$ cat src/rtl/i2c_config_sequencer_pkg.sv
// Shared types and constants for the I2C configuration table sequencer.
package i2c_config_sequencer_pkg;

  typedef enum logic [3:0] {
    S_IDLE,
    S_FETCH,
    S_DECODE,
    S_ISSUE,
    S_WAIT_BUSY,
    S_WAIT_DONE,
    S_CHECK,
    S_DELAY,
    S_NEXT,
    S_FINISH,
    S_FAIL
  } state_t;

  localparam logic [15:0] PTR_END   = 16'hFFFE;
  localparam logic [15:0] PTR_DELAY = 16'hFFFF;

  localparam logic [1:0] ERR_NONE    = 2'd0;
  localparam logic [1:0] ERR_NACK    = 2'd1;
  localparam logic [1:0] ERR_TIMEOUT = 2'd2;

  // Wide enough for 255 * MS_CYCLES with any 31-bit MS_CYCLES.
  localparam int CNT_W = 40;

endpackage

$ cat src/rtl/i2c_seq_timer.sv
// Loadable down-counter shared by the delay entries and the handshake timeouts.
module i2c_seq_timer
  import i2c_config_sequencer_pkg::*;
#(
  parameter int W = CNT_W
) (
  input  logic         CLK,
  input  logic         RESET_N,
  input  logic         load,
  input  logic         dec,
  input  logic [W-1:0] load_val,
  output logic [W-1:0] count
);

  always_ff @(posedge CLK or negedge RESET_N) begin
    if (!RESET_N) begin
      count <= '0;
    end else if (load) begin
      count <= load_val;
    end else if (dec && (count != '0)) begin
      count <= count - W'(1);
    end
  end

endmodule

$ cat src/rtl/i2c_config_sequencer.sv
// Walks a ROM table of {pointer, data} entries, issuing engine writes with
// NACK retry, millisecond delays and per-phase handshake timeouts.
//
// state       | meaning
// IDLE        | waiting for a START rising edge
// FETCH       | TBL_ADDR driven, ROM word settling
// DECODE      | classify entry: end marker, delay or write
// ISSUE       | ENG_GO pulse
// WAIT_BUSY   | waiting for engine to drop ENG_END_OK
// WAIT_DONE   | waiting for engine to raise ENG_END_OK
// CHECK       | evaluate ACK, retry or fail
// DELAY       | counting out data*MS_CYCLES
// NEXT        | advance index
// FINISH      | set DONE
// FAIL        | set ERROR and ERR_INDEX
module i2c_config_sequencer
  import i2c_config_sequencer_pkg::*;
#(
  parameter int TABLE_LEN      = 64,
  parameter int MAX_RETRY      = 3,
  parameter int MS_CYCLES      = 50000,
  parameter int TIMEOUT_CYCLES = 4096
) (
  input  logic        CLK,
  input  logic        RESET_N,
  input  logic        START,
  output logic [7:0]  TBL_ADDR,
  input  logic [23:0] TBL_DATA,
  output logic        ENG_GO,
  output logic [15:0] ENG_POINTER,
  output logic [7:0]  ENG_DATA,
  input  logic        ENG_END_OK,
  input  logic        ENG_ACK_OK,
  output logic        BUSY,
  output logic        DONE,
  output logic        ERROR,
  output logic [7:0]  ERR_INDEX,
  output logic [1:0]  ERR_CODE
);

  state_t             state;
  logic               start_q;
  logic [8:0]         index;
  logic [7:0]         retry;
  logic               tmr_load;
  logic               tmr_dec;
  logic [CNT_W-1:0]   tmr_val;
  logic [CNT_W-1:0]   tmr_count;
  logic               tmr_last;
  logic [15:0]        tbl_ptr;
  logic [7:0]         tbl_dat;

  assign tbl_ptr  = TBL_DATA[23:8];
  assign tbl_dat  = TBL_DATA[7:0];
  assign tmr_last = (tmr_count <= CNT_W'(1));

  i2c_seq_timer #(.W(CNT_W)) u_timer (
    .CLK      (CLK),
    .RESET_N  (RESET_N),
    .load     (tmr_load),
    .dec      (tmr_dec),
    .load_val (tmr_val),
    .count    (tmr_count)
  );

  // Each wait phase reloads the timer on entry so the two timeouts are independent.
  always_comb begin
    tmr_load = 1'b0;
    tmr_dec  = 1'b0;
    tmr_val  = '0;
    case (state)
      S_DECODE: begin
        if (tbl_ptr == PTR_DELAY) begin
          tmr_load = 1'b1;
          tmr_val  = CNT_W'(tbl_dat) * CNT_W'(MS_CYCLES);
        end
      end
      S_ISSUE: begin
        tmr_load = 1'b1;
        tmr_val  = CNT_W'(TIMEOUT_CYCLES);
      end
      S_WAIT_BUSY: begin
        if (!ENG_END_OK) begin
          tmr_load = 1'b1;
          tmr_val  = CNT_W'(TIMEOUT_CYCLES);
        end else begin
          tmr_dec = 1'b1;
        end
      end
      S_WAIT_DONE, S_DELAY: tmr_dec = 1'b1;
      default: ;
    endcase
  end

  always_ff @(posedge CLK or negedge RESET_N) begin
    if (!RESET_N) begin
      state       <= S_IDLE;
      start_q     <= 1'b1;
      index       <= '0;
      retry       <= '0;
      TBL_ADDR    <= '0;
      ENG_GO      <= 1'b0;
      ENG_POINTER <= '0;
      ENG_DATA    <= '0;
      BUSY        <= 1'b0;
      DONE        <= 1'b0;
      ERROR       <= 1'b0;
      ERR_INDEX   <= '0;
      ERR_CODE    <= ERR_NONE;
    end else begin
      start_q <= START;
      ENG_GO  <= 1'b0;
      case (state)
        S_IDLE: begin
          if (START && !start_q) begin
            index     <= '0;
            retry     <= '0;
            TBL_ADDR  <= '0;
            DONE      <= 1'b0;
            ERROR     <= 1'b0;
            ERR_INDEX <= '0;
            ERR_CODE  <= ERR_NONE;
            BUSY      <= 1'b1;
            state     <= S_FETCH;
          end
        end
        S_FETCH: state <= S_DECODE;
        S_DECODE: begin
          if (tbl_ptr == PTR_END) begin
            state <= S_FINISH;
          end else if (tbl_ptr == PTR_DELAY) begin
            state <= (tbl_dat == 8'd0) ? S_NEXT : S_DELAY;
          end else begin
            ENG_POINTER <= tbl_ptr;
            ENG_DATA    <= tbl_dat;
            ENG_GO      <= 1'b1;
            state       <= S_ISSUE;
          end
        end
        S_ISSUE: state <= S_WAIT_BUSY;
        S_WAIT_BUSY: begin
          if (!ENG_END_OK) begin
            state <= S_WAIT_DONE;
          end else if (tmr_last) begin
            ERR_CODE <= ERR_TIMEOUT;
            state    <= S_FAIL;
          end
        end
        S_WAIT_DONE: begin
          if (ENG_END_OK) begin
            state <= S_CHECK;
          end else if (tmr_last) begin
            ERR_CODE <= ERR_TIMEOUT;
            state    <= S_FAIL;
          end
        end
        S_CHECK: begin
          if (ENG_ACK_OK) begin
            state <= S_NEXT;
          end else if (int'(retry) < MAX_RETRY) begin
            retry  <= retry + 8'd1;
            ENG_GO <= 1'b1;
            state  <= S_ISSUE;
          end else begin
            ERR_CODE <= ERR_NACK;
            state    <= S_FAIL;
          end
        end
        S_DELAY: if (tmr_last) state <= S_NEXT;
        S_NEXT: begin
          retry    <= '0;
          index    <= index + 9'd1;
          TBL_ADDR <= 8'(index + 9'd1);
          state    <= ((index + 9'd1) == 9'(TABLE_LEN)) ? S_FINISH : S_FETCH;
        end
        S_FINISH: begin
          DONE  <= 1'b1;
          BUSY  <= 1'b0;
          state <= S_IDLE;
        end
        S_FAIL: begin
          ERROR     <= 1'b1;
          ERR_INDEX <= index[7:0];
          BUSY      <= 1'b0;
          state     <= S_IDLE;
        end
        default: state <= S_IDLE;
      endcase
    end
  end

endmodule

$ cat config.mk
export PLATFORM = sky130hd
export DESIGN_NAME = i2c_config_sequencer
export DESIGN_NICKNAME = d
export VERILOG_FILES = /design/src/rtl/i2c_config_sequencer_pkg.sv /design/src/rtl/i2c_seq_timer.sv /design/src/rtl/i2c_config_sequencer.sv
export SDC_FILE = /design/constraint.sdc
export NUM_CORES = 1
export LEC_CHECK = 0
export BUFFER_PORTS_ARGS = -buffer_cell sky130_fd_sc_hd__clkbuf_2
export CORE_ASPECT_RATIO = 0.9
export CORE_MARGIN = 3
export CORE_UTILIZATION = 54
export CTS_CLUSTER_SIZE = 30
export DETAILED_ROUTE_END_ITERATION = 7
export PLACE_DENSITY = 0.74
export SLEW_MARGIN = 25
export SYNTH_ARGS = -nofsm -noshare
export SYNTH_HDL_FRONTEND = slang
export SYNTH_SLANG_ARGS = --single-unit
$ cat constraint.sdc
create_clock -name CLK -period 5.3 [get_ports CLK]
set_input_delay 1.06 -clock CLK [delete_from_list [all_inputs] [get_ports CLK]]
set_output_delay 1.06 -clock CLK [all_outputs]
set_load 0.1 [all_outputs]
After elaboration in Yosys (flattened, before gate mapping):

Index checks and enable logic that the tools add are counted.

* input bits: 29
* flip-flop bits (word level): 108
* latch bits: 0
* output and inout port bits: 46
* memories: 0
* logic and storage cells: 112
* bits in writable memories: 0
* memory bits (read-only): 0

* equality and inequality tests: 20
* $lt $le $gt $ge: 2
* $mul: 1
* div/mod/pow operators: 0
* reductions and logical operators: 23
* shift-type cells: 0
* bitwise logic cells: 2
* $add $sub $neg: 3
* multiplexer cells: 47

Operator list (number)
* $mux 40: 2
* $pmux 24 s3: 1
* $mux 4: 11
* $le 40x1->1 const B: 1
* $reduce_bool 40->1: 1
* $sub 40x1->40 const B: 1
* $pmux 4 s9: 1
* $eq 16x16->1 const B: 2
* $pmux 8 s2: 2
* $mux 24: 1
* $mux 8: 3
* $pmux 8 s3: 1
* $mul 8x12->20 const B: 1
* $pmux 9 s2: 1
* $eq 4x3->1 const B: 4
* $ne 2x2->1 const B: 7
* $mux 13: 1
* $eq 4x4->1 const B: 3
* $mux 2: 6
* $pmux 1 s2: 5
* $reduce_and 2->1: 5
* $reduce_bool 2->1: 5
* $add 9x1->9 const B: 1
* $eq 9x7->1 const B: 1
* other kinds (19): 31

Longest topological paths before layout:

* depth in word-level cells: 6
* depth in mapped cells: 13
* mapped depth without buffers: 13

Cells and area by module:

Synthesis repeated with hierarchy kept, for this count alone.

* cells, all modules: 796
* area total of the unflattened synthesis: 7274.5 um2

Modules (own cells, without submodules)
* i2c_config_sequencer: area each 4625.7 um2, cells each 477, seq. area each 1502.7 um2, instances 1
* i2c_seq_timer: area each 2648.8 um2, cells each 319, seq. area each 1001.0 um2, instances 1

Least setup slack after synthesis:

No wires, ideal clock.

* path kind: in2reg
* start: input port TBL_DATA[2]
* end: register u_timer.count[22]
* library setup time: 0.133 ns
* path buffers: 0
* setup slack: 0.770 ns
* stages on the path: 13
* arrival: 4.397 ns
* data required time: 5.167 ns
* cells stage by stage: ha_1 ha_1 inv_1 fa_1 inv_1 fa_1 ha_1 a211oi_1 o21ai_0 a221o_1 a311oi_1 xor2_1 o22ai_1

* word-level cells in the longest chain between the ends: 4

RTL lines
* start, declared: line i2c_config_sequencer.sv:28 `input logic [23:0] TBL_DATA,`
* $mul 8x12->20: line i2c_config_sequencer.sv:75 `tmr_val = CNT_W'(tbl_dat) * CNT_W'(MS_CYCLES);`
* $mux 24: line i2c_config_sequencer.sv:73 `if (tbl_ptr == PTR_DELAY) begin`
* $pmux 24 s3: line i2c_config_sequencer.sv:71 `case (state)`
* $mux 40: line i2c_seq_timer.sv:18 `end else if (load) begin`
* end signal, assigned: line i2c_seq_timer.sv:19 `count <= load_val;`
* end signal, assigned: line i2c_seq_timer.sv:21 `count <= count - W'(1);`
* end, declared: line i2c_seq_timer.sv:12 `output logic [W-1:0] count`

Every way passes these cells.
A chain may end at the register's enable or synchronous reset.

Worst setup path after layout:

* start: input port TBL_DATA[6]
* end: register u_timer.count[22]

Same word-level chain as after synthesis.

==> metrics.txt <==
result of the run=finished, final reports clean; # nets final=874; crit path cell chain=clkbuf_2 -> inv_1 -> ha_1 -> ha_1 -> fa_1 -> fa_1 -> ha_1 -> a21oi_1 -> o21ai_0 -> a221o_1 -> a311oi_1 -> xor2_1 -> o22ai_1; CP startpoint kind=input port; Worst R2R Start=state[0]; slew margin rel.=31.7%; Fin Setup TNS=0 ps; Tot Pwr=4830 uW; Worst-Margin Slew=1020 ps; YS warnings=0; Critical Path Start=TBL_DATA[6]; sequential share of power=26.0%; starting density of the core=56.7%; Post-CTS Resized=0; fmax=213 MHz; critical path peak fanout=6; CTS tree=done; net switching power=2670 uW; WL per Instance=17.8 um; final core utilization=63.0%; Mapped Area=0.00703 sq mm; Synth top area share=35.2%; Comb power frac=59.1%; Post-synth EDFFs=0; Congestion Overflow GR=0; final period demand of the worst path=4700 ps; Sequential Area=0.00250 sq mm; Critical Path Stages=13; Yosys reg bits=100; Syn Inst Count=711; # diodes=0; dpl hpwl=12,500 um; largest net degree at the start of global routing=63; cells on worst reg2reg path=7; fraction of registers with async set/reset=100%; Critical Path AT=4910 ps; first-pass GRT wire length=28,200 um; vias=5,838; Worst Clk Skew=10.2 ps; commonest non-fill, non-tap cells in the layout=dfrtp_1, clkbuf_2, ha_1; # IOs=75; cts bufs inserted=9; main area contributors after synthesis=dfrtp_1, ha_1, mux2_2, fa_1, nand2_1; area of the multi-input gates=0.00430 sq mm; CTS clk-pin slew, worst paths=70 ps; share of cells above drive strength 1=19.6%; RePlAce Congestion=0.853; worst skew pair latency=350 ps; Longest Clk Path Bufs=2; die width=126 um; CP Capture Type=register; antenna violations before repair=0; leakage power=0.00359 uW; worst reg2reg path endpoint=u_timer.count[19]; CP max stage cell=fa_1; maximum VDD drop=0.666 mV; first-pass iteration count of the detailed router=5; Die Y=114 um; post-route DRC violation count=0; RSZ-0062 raised after global routing=no; Largest stage delay, worst path=470 ps; Hold Crit Class=reg -> reg; syn_area_per_cell=9.89 sq um; fin. max-slew vios=0; PD cells=617 mW/mm^2; H-tree Lvls=3; crit path to=u_timer.count[22]; Clock Power Share=14.9%; Final Hold Vio Count=0; Port Buffer Count=74; area grow syn2layout=11.2%; WHS=505 ps; via/cell ratio=6.24; CP Buf/Inv Count=2; row count=38; Tcrit/Tclk final=88.6%; CTS root buf=clkbuf_16; Yosys cell types=88; First DRT Iteration DRCs=485; delay-heaviest family, CP=adder cells; final setup fails=0; CP dominant cell by count=ha_1; final critical-path setup slack=602 ps; post-synthesis sequential area ratio=35.6%; Yosys top cell by area=dfrtp_1; pre-CTS setup slack=256 ps; die area=0.0144 sq mm; commonest non-fill, non-tap cell in the layout=dfrtp_1; Core Area=0.0124 sq mm; ys flop type=dfrtp_1; Final ANT Viol Nets=0; Switching Share=55.4%; number of max-cap violations=0; number of global-route vias before repair=5,862; GRT Util Overall=23.6%; setup bufs post-CTS=0; Net Count, Synth=814; WL final=16,600 um; Sink Count=100; Power Internal=2150 uW; CP required=5510 ps; fill cell count=1,018; internal reg-to-reg setup slack=2330 ps; critical path class=in -> reg; post-cts hold buffer count=0
area by class of cell:
class,instances,share of cell area [%]
repair buffers,80,5.34
well taps,160,2.56
clock inverters,7,1.28
inverters,21,1.01
flip-flops and latches,100,32.0
clock buffers,9,2.88
multi-input cells,559,54.9
sequential cells by signal (all words and copies together), names as in the netlist:
register       flops
u_timer.count     40
ENG_POINTER       16
ENG_DATA           8
ERR_INDEX          8
retry              8
TBL_ADDR           7
state              4
ERR_CODE           2
index              2
BUSY               1
DONE               1
ENG_GO             1
ERROR              1
start_q            1
synth_stat cells (3+ instances only):
master	count
buf_2	14
nor2_1	56
nor4_1	8
o31ai_1	11
xnor2_1	13
or3_1	7
nor3_1	16
or4_1	5
and3_1	9
clkbuf_1	7
nand3b_1	5
nand2_1	56
o41ai_1	3
inv_1	21
nand3_1	24
nor2b_1	8
o211ai_1	3
fa_1	12
a211oi_1	7
nand2b_1	8
nand4b_1	4
o22ai_1	8
a22o_1	3
nand4_1	13
mux2_2	24
nor3_2	3
dfrtp_1	99
o32a_1	3
xor2_1	22
nor4_2	4
nor4_4	6
a21oi_1	25
o21a_1	9
a21o_1	7
o21ai_0	41
buf_4	9
ha_1	62
and4_1	4
a31oi_1	10
through the flow:
stage          area [sq um]  cells
2_1_floorplan          7030    711
3_3_place_gp           7490    920
3_5_place_dp           7500    920
4_1_cts                7820    936
6_report               7820    936
5_1_grt                7820    936
worst reg2reg max path, stage by stage (launching register included):
cell and delay, ps:
dfrtp_1 680, or4b_1 210, a21oi_1 60, buf_4 210, a31oi_1 760, o21ai_0 540
o31a_1 230, o32a_1 160
worst min path at each step:
stage                     slack [ps]                 to              start  cells past startpoint
final                            510           retry[0]           retry[0]                      1
after global routing             520    ENG_POINTER[10]    ENG_POINTER[10]                      1
after CTS                        510           retry[0]           retry[0]                      1
after detailed placement         500    ENG_POINTER[10]    ENG_POINTER[10]                      1
after global placement           480  u_timer.count[25]  u_timer.count[25]                      1
after floorplan                  460           retry[7]           retry[7]                      2
power groups by stage:
stage,Clock (uW),Combinational (uW),Sequential (uW)
after floorplan,0,1410,2150
after global placement,0,2780,1240
after detailed placement,0,2840,1260
after CTS,736,2850,1250
after global routing,766,3040,1290
final,719,2850,1260
layer usage:
layer	share of wire, %	vias up	track usage, %
li1	-	2767	-
met1	45	2828	31.7
met2	47	215	39.1
met3	6.5	28	4.20
met4	1.7	0	7.65
met5	0	-	0
logic make-up (layout without fill, tap and decap cells):
group,Yosys count,after routing,share of synthesized area [%]
mux,27,27,4.34
buf+inv,52,117,3.52
compound gates,166,166,16.2
fa+ha+maj,74,74,14.4
xor+xnor,35,35,4.36
simple gates,257,257,21.5
flops,100,100,35.6
No activity file was read; power rests on OpenSTA's default activity.
